### config.mk
export PLATFORM = sky130hd
export DESIGN_NAME = ahb_job_dispatch
export DESIGN_NICKNAME = d
export VERILOG_FILES = /design/src/rtl/ahb_job_dispatch.sv
export SDC_FILE = /design/constraint.sdc
export NUM_CORES = 1
export LEC_CHECK = 0
export BUFFER_PORTS_ARGS = -buffer_cell sky130_fd_sc_hd__buf_2
export CAP_MARGIN = 5
export CORE_ASPECT_RATIO = 0.75
export CORE_MARGIN = 10
export CORE_UTILIZATION = 43
export CTS_CLUSTER_SIZE = 24
export DETAILED_ROUTE_END_ITERATION = 6
export PLACE_DENSITY_LB_ADDON = 0.3
export SETUP_SLACK_MARGIN = 0.02
export SLEW_MARGIN = 20
export SYNTH_ARGS = -nofsm -noshare
export SYNTH_HDL_FRONTEND = slang
export SYNTH_SLANG_ARGS = --single-unit
### constraint.sdc
create_clock -name HCLK -period 2.3 [get_ports HCLK]
set_clock_uncertainty 0.15 [all_clocks]
set_input_delay 0.575 -clock HCLK [delete_from_list [all_inputs] [get_ports HCLK]]
set_output_delay 0.575 -clock HCLK [all_outputs]
set_load 0.01 [all_outputs]
### src/rtl/ahb_job_dispatch.sv
// ahb_job_dispatch: AHB-Lite slave handing out pixel job indices to cores and
// tracking batch completion; drives the timer/digit display peripheral.
//
// Ports:
//   HCLK, HRESETn       - clock, asynchronous active-low reset
//   HADDR[3:2]          - word select: 0 CTRL, 1 JOB, 2 DONE, 3 SIZE
//   HWDATA              - write data (data phase)
//   HSIZE               - ignored (word transfers only)
//   HTRANS/HWRITE/HREADY/HSEL - standard AHB-Lite address-phase controls
//   HRDATA              - read data, combinational in the data phase
//   HREADYOUT           - always 1 (zero wait states)
//   done_count          - completions reported in the current batch
//   timer_start         - one-cycle pulse when a batch starts
//   timer_finish        - one-cycle pulse when a batch completes or is aborted from RUN
//   busy                - high while a batch is running
`timescale 1ns/1ps
module ahb_job_dispatch #(
    parameter int unsigned W = 8
) (
    input  logic          HCLK,
    input  logic          HRESETn,
    input  logic [31:0]   HADDR,
    input  logic [31:0]   HWDATA,
    input  logic [2:0]    HSIZE,
    input  logic [1:0]    HTRANS,
    input  logic          HWRITE,
    input  logic          HREADY,
    input  logic          HSEL,
    output logic [31:0]   HRDATA,
    output logic          HREADYOUT,
    output logic [W-1:0]  done_count,
    output logic          timer_start,
    output logic          timer_finish,
    output logic          busy
);

    typedef enum logic [1:0] {
        S_IDLE = 2'd0,
        S_RUN  = 2'd1,
        S_DONE = 2'd2
    } state_t;

    state_t       r_state, w_state_nxt;
    logic         r_we, r_re;
    logic [1:0]   r_addr;
    logic [W-1:0] r_issued, w_issued_nxt;
    logic [W-1:0] r_done, w_done_nxt;
    logic [W-1:0] r_batch, w_batch_nxt;
    logic         r_start, w_start_nxt;
    logic         r_finish, w_finish_nxt;

    logic         w_sel;
    logic         w_is_run;
    logic         w_can_start;
    logic         w_job_avail;
    logic         w_unused;

    assign w_sel       = HREADY && HSEL && (HTRANS != 2'b00);
    assign w_is_run    = (r_state == S_RUN);
    assign w_can_start = (r_state == S_IDLE) || (r_state == S_DONE);
    assign w_job_avail = w_is_run && (r_issued < r_batch);
    assign w_unused    = ^{HSIZE, HADDR[31:4], HADDR[1:0], HWDATA[31:W]};

    assign HREADYOUT    = 1'b1;
    assign done_count   = r_done;
    assign timer_start  = r_start;
    assign timer_finish = r_finish;
    assign busy         = w_is_run;

    // Address-phase capture; the data-phase work below uses these latches.
    always_ff @(posedge HCLK or negedge HRESETn) begin
        if (!HRESETn) begin
            r_we   <= 1'b0;
            r_re   <= 1'b0;
            r_addr <= 2'b00;
        end else if (w_sel) begin
            r_we   <= HWRITE;
            r_re   <= !HWRITE;
            r_addr <= HADDR[3:2];
        end else begin
            r_we   <= 1'b0;
            r_re   <= 1'b0;
            r_addr <= 2'b00;
        end
    end

    always_ff @(posedge HCLK or negedge HRESETn) begin
        if (!HRESETn) begin
            r_state  <= S_IDLE;
            r_issued <= '0;
            r_done   <= '0;
            r_batch  <= '0;
            r_start  <= 1'b0;
            r_finish <= 1'b0;
        end else begin
            r_state  <= w_state_nxt;
            r_issued <= w_issued_nxt;
            r_done   <= w_done_nxt;
            r_batch  <= w_batch_nxt;
            r_start  <= w_start_nxt;
            r_finish <= w_finish_nxt;
        end
    end

    always_comb begin
        w_issued_nxt = r_issued;
        w_done_nxt   = r_done;
        w_batch_nxt  = r_batch;
        w_start_nxt  = 1'b0;
        w_finish_nxt = 1'b0;
        case (r_state)
            S_IDLE, S_RUN, S_DONE: w_state_nxt = r_state;
            default:               w_state_nxt = S_IDLE;
        endcase

        if (r_we) begin
            case (r_addr)
                2'd0: begin
                    // Abort takes priority over a simultaneous start.
                    if (HWDATA[1]) begin
                        w_state_nxt  = S_IDLE;
                        w_issued_nxt = '0;
                        w_done_nxt   = '0;
                        w_finish_nxt = w_is_run;
                    end else if (HWDATA[0] && w_can_start && (r_batch != '0)) begin
                        w_state_nxt  = S_RUN;
                        w_issued_nxt = '0;
                        w_done_nxt   = '0;
                        w_start_nxt  = 1'b1;
                    end
                end
                2'd2: begin
                    // Only count completions for jobs actually handed out.
                    if (w_is_run && (r_done < r_issued)) begin
                        w_done_nxt = r_done + W'(1);
                        if (w_done_nxt == r_batch) begin
                            w_state_nxt  = S_DONE;
                            w_finish_nxt = 1'b1;
                        end
                    end
                end
                2'd3: begin
                    if (w_can_start) begin
                        w_batch_nxt = HWDATA[W-1:0];
                    end
                end
                default: ;
            endcase
        end else if (r_re && (r_addr == 2'd1) && w_job_avail) begin
            w_issued_nxt = r_issued + W'(1);
        end
    end

    always_comb begin
        HRDATA = '0;
        if (r_re) begin
            case (r_addr)
                2'd0:    HRDATA = {30'b0, r_state == S_DONE, r_state == S_RUN};
                2'd1:    if (w_job_avail) HRDATA = 32'h8000_0000 | 32'(r_issued);
                2'd2:    HRDATA = 32'(r_done);
                default: HRDATA = 32'({r_issued, r_batch});
            endcase
        end
    end

endmodule

**Yosys cells after proc, flatten, opt, wreduce, memory -nomap -nowiden**

Index checks and enable logic that the tools add are counted.

- Bits of input ports: 74
- Output and inout bits: 44
- Register bits: 32

- $lt $le $gt $ge: 2
- Add/subtract/negate cells: 2
- Eq/ne operators: 10
- Reductions and logical operators: 20
- Mux-type cells: 29

Operators by type and width:

| kind | number |
|---|---|
| 32-bit case mux with 3 select lines | 1 |
| 32-bit two-way mux | 2 |
| 8-bit two-way mux | 6 |
| 8-bit by 1-bit adder with 8-bit output (second input constant) | 2 |
| 8-bit less-than comparator | 2 |
| 8-bit case mux with 2 select lines | 1 |
| 2-bit two-way mux | 7 |
| 1-bit two-way mux | 10 |
| 8-bit equality test | 1 |
| 1-bit logical AND | 8 |
| 8-bit nonzero test | 1 |
| 2-bit equality test (second input constant) | 3 |
| 3-bit AND reduction | 2 |
| 2-bit nonzero test | 3 |
| 2-bit by 1-bit equality test with 1-bit output (second input constant) | 2 |
| 2-bit zero test | 2 |
| 2-bit case mux with 2 select lines | 1 |
| 4-bit AND reduction | 1 |
| 3-bit by 2-bit != test with 1-bit output (second input constant) | 1 |
| 3-bit != test (second input constant) | 1 |
| 3-bit OR reduction | 1 |
| 2-bit by 1-bit != test with 1-bit output (second input constant) | 1 |
| 2-bit != test (second input constant) | 1 |
| 1-bit case mux with 2 select lines | 1 |
| other kinds (2) | 2 |

**Depth between registers and ports, before layout**

- Depth after elaboration: 8
- Gate-level depth with buffers: 9
- Gate-level depth less buffers: 8

**Least setup slack after synthesis**

OpenSTA, ideal clock, no wires.

- Path kind: flip-flop to output port
- Start: register r_issued[3]
- End: output HRDATA[0]
- Buffers on the path: 1
- Setup slack: -0.352 ns
- Cell stages (with the launch flop): 9
- Arrival time: 1.927 ns
- Cell sequence: dfrtp_1 -> ha_1 -> a211o_1 -> a21oi_2 -> o21ai_4 -> a21oi_2 -> buf_2 -> nand2_1 -> a21oi_1

- Cells in the longest elaborated chain, start to end: 5

RTL lines:

| what | RTL line | RTL |
|---|---|---|
| from (decl) | 46 | `logic [W-1:0] r_issued, w_issued_nxt;` |
| from (signal assigned) | 97 | `r_issued <= w_issued_nxt;` |
| 8-bit less-than comparator | 61 | `assign w_job_avail = w_is_run && (r_issued < r_batch);` |
| 1-bit logical AND | 61 |  |
| 32-bit two-way mux | 159 | `2'd1: if (w_job_avail) HRDATA = 32'h8000_0000 \| 32'(r_issued);` |
| 32-bit case mux with 3 select lines | 157 | `case (r_addr)` |
| 32-bit two-way mux | 156 | `if (r_re) begin` |
| to (decl) | 29 | `output logic [31:0] HRDATA,` |

Every way passes these cells.

**Worst setup path in the final report**

- Start: register r_issued[3]
- End: output HRDATA[7]

Same word-level chain as after synthesis.

==> impl_metrics.csv <==
group,metric,value,unit
critical_path,crit_path_top_delay_cell,"dfrtp_1",
floorplanning,core,0.00589,sq mm
status,violations,"setup timing",
timing,period_needed,2.92,ns
floorplanning,fp.dieArea,0.00968,sq mm
logic_synthesis,yosysSeqAreaShare,0.304,
floorplanning,ioPinCount,118,
critical_path,crit_type,"reg -> out",
critical_path,crit_top_cell,"a21oi_2",
logic_synthesis,yosys.area.top_type,"dfrtp_1",
logic_synthesis,synthesis.area,0.00263,sq mm
critical_path,crit_fanout,6,
logic_synthesis,synth.top_cell.area_share,0.304,
critical_path,required,1.57,ns
detailed_routing,drtIter0Drc,204,
grt,gr-total-overflow,0,
logic_synthesis,ys_warn_count,0,
logic_synthesis,synth.distinct_cells,61,
final_layout,final_cells,468,
timing,setup_tns,-5.27,ns
power_and_ir_drop,p_leak,1.63,nW
power_and_ir_drop,p_per_area,497,mW/mm^2
final_layout,final_nets,479,
cts,cts_tree,"yes",
status,status,"finished with violations",
final_layout,fillers,551,
grt,grt_pass1_wl,12900,um
cts,clk_path_buf_depth,2,
detailed_routing,wl_per_cell,17.6,um
cts,clock-sinks,32,
timing,fmax,343,MHz
grt,track_usage,0.167,
detailed_routing,drt-pass1-iter-count,5,
detailed_routing,ant_nets,0,
cts,cts_buffers,5,
detailed_routing,viasPerCell,5.53,
cts,clk_pin_slew,0.07,ns
grt,grt_pass1_vias,2469,
cts,clk_latency,0.29,ns
timing,setup_violations,10,
place,dp_cells,455,
worst_hold_path,hold_class,"in -> async",
critical_path,crit_path_start_kind,"flop",
logic_synthesis,synth_edf_count,0,
power_and_ir_drop,ir_drop,0.355,mV
critical_path,path_buf_inv,2,
detailed_routing,wl,8240,um
timing,hold_viol_final,0,
place,place_congestion,0.897,
place,dp_hpwl,6310,um
power_and_ir_drop,p_total,1.72,mW
place,portBuffers,44,
final_layout,insertedDiodeCount,0,
logic_synthesis,yosysMostFrequentCell,"dfrtp_1",
critical_path,crit_family,"compound AO/OA/AOI/OAI gates",
cts,htree_num_levels,2,
logic_synthesis,ys.flop_type,"dfrtp_1",
grt,antenna_found_initial,0,
floorplanning,die_x,110,um
critical_path,arrival,2.19,ns
timing,drv_slew,0,
logic_synthesis,synthCells,305,
critical_path,r2r_start,"r_issued[3]",
flow_run,cap_viol_max_count,0,
timing,period_share,1.27,
floorplanning,rows,24,
critical_path,worstPathCellList,"ha_4 > a211o_1 > a21oi_2 > o21ai_4 > a21oi_4 > buf_6 > nand2_1 > a21oi_2 > buf_2",
logic_synthesis,ys_async_sr_fraction,1.00,
critical_path,endpoint_kind,"primary output",
detailed_routing,via_count,2586,
floorplanning,initial_core_util,0.447,
critical_path,worstSetupStartpoint,"r_issued[3]",
logic_synthesis,synth_seq_cells,32,
logic_synthesis,synth_area_leaders,"dfrtp_1 30%, ha_1 7.6%, buf_4 5.1%",
floorplanning,die_h,87.8,um
timing,worst_slack,-0.615,ns
cts,cts-root-buf,"clkbuf_8",
timing,rsz0062_at_grt,"yes",
critical_path,cpPeakStageDelay,0.42,ns
detailed_routing,drcViolationCount,0,
final_layout,area_delta_synth_final,31.0,%
final_layout,drive_gt1_frac,0.379,
logic_synthesis,yosys-top-cells-count,"32 x dfrtp_1, 25 x nand2_1, 21 x o21ai_0",
grt,grt_max_degree,33,
logic_synthesis,syn_area_per_cell,8.63,sq um
## per-stage QoR
stage	instance area, sq um	worst slack (ns)	hold WS [ns]	utilization
final	3450	-0.615	0.145	0.586
after global routing	3450	-0.684	0.183	0.586
after CTS	3330	-0.632	0.168	0.566
after detailed placement	3180	-0.323	0.419	0.540
after global placement	3180	-0.286	0.397	0.540
after floorplan	2720	-0.205	0.129	-
## area by class of cell
class	instances	area (sq um)	share of cell area
clock buffers	5	68.8	0.0199
clock inverters	3	42.5	0.0123
inverters	19	71.3	0.0207
multi-input cells	238	1780	0.515
flip-flops and latches	32	801	0.232
well taps	78	97.6	0.0283
repair buffers	93	592	0.172
## worst register-to-register path: cells and delay by family, from the launching register on
kind                       cells  cell delay (ns)
buffers and inverters          2             0.28
DFF                            1             0.42
adders and majority gates      1             0.26
and+or+nand+nor                1             0.06
AOI/OAI and AO/OA              5             1.06
## cells in the final DEF, fill, tap and decap left out, types with 4 or more instances in the layout
cell      Yosys  layout
buf_4        18      48
buf_2         8      44
dfrtp_1      32      32
nand2_1      25      22
o21ai_0      21      20
inv_1        18      17
conb_1        2      16
nor2_1       15      15
ha_1         16      14
nand3_1      13      13
a21oi_2       3      10
xnor2_1       9       9
and3_1       10       9
mux2_2        9       9
nand2b_1      7       7
a21oi_1      14       6
and2_1        7       6
nor3_1        5       5
nor2b_1       5       5
clkbuf_8      0       5
nor4_1        4       4
a21o_1        4       4
## metal layers
| layer | track usage | routed length, um | up-vias |
|---|---|---|---|
| li1 | - | - | 1221 |
| met1 | 0.248 | 3990 | 1229 |
| met2 | 0.240 | 3470 | 121 |
| met3 | 0.0389 | 676 | 15 |
| met4 | 0.0326 | 99 | 0 |
| met5 | 0 | 0 | - |
## logic make-up (layout without fill, tap and decap cells)
group | after synthesis | count (layout) | synth area share
and+or+nand+nor | 108 | 108 | 0.223
adders and majority gates | 16 | 16 | 0.0760
DFF | 32 | 32 | 0.304
xor gates and xnor gates | 12 | 12 | 0.0399
other | 2 | 16 | 0.00285
buffers and inverters | 50 | 120 | 0.101
AOI/OAI and AO/OA | 74 | 75 | 0.207
muxes | 11 | 11 | 0.0461
## final timing paths
| path | endpoint | slack, ns | depth (start not counted) |
|---|---|---|---|
| hold / removal | r_issued[1] | 0.14 | 2 |
| hold reg to reg | r_state[1] | 0.44 | 2 |
| min in group HCLK | r_re | 0.29 | 2 |
| setup / recovery | HRDATA[7] | -0.62 | 9 |
| setup reg to reg | r_issued[4] | -0.04 | 9 |
| max in group asynchronous | done_count[0] | 1.53 | 2 |
## power breakdown
| part | internal, mW | total, mW | leakage (nW) | switching, mW |
|---|---|---|---|---|
| Combinational | 0.218 | 0.514 | 1.17 | 0.296 |
| Clock | 0.321 | 0.557 | 0.0541 | 0.236 |
| Sequential | 0.600 | 0.645 | 0.407 | 0.0442 |
## state kept, by name, indices dropped and copies added, names as in the netlist, 2 cells and up
name and cells:
done_count 8, r_addr 2, r_batch 8, r_issued 8, r_state 2
## timing repair
item / in CTS / in global routing
pin swaps: 3 / 14
setup endpoints to repair: 23 / 29
buffers inserted: 0 / 4
gates resized for setup: 6 / 17
hold buffers: 0 / 0
cloned: 0 / 2
Note: power is estimated with default switching activity, not from simulation.
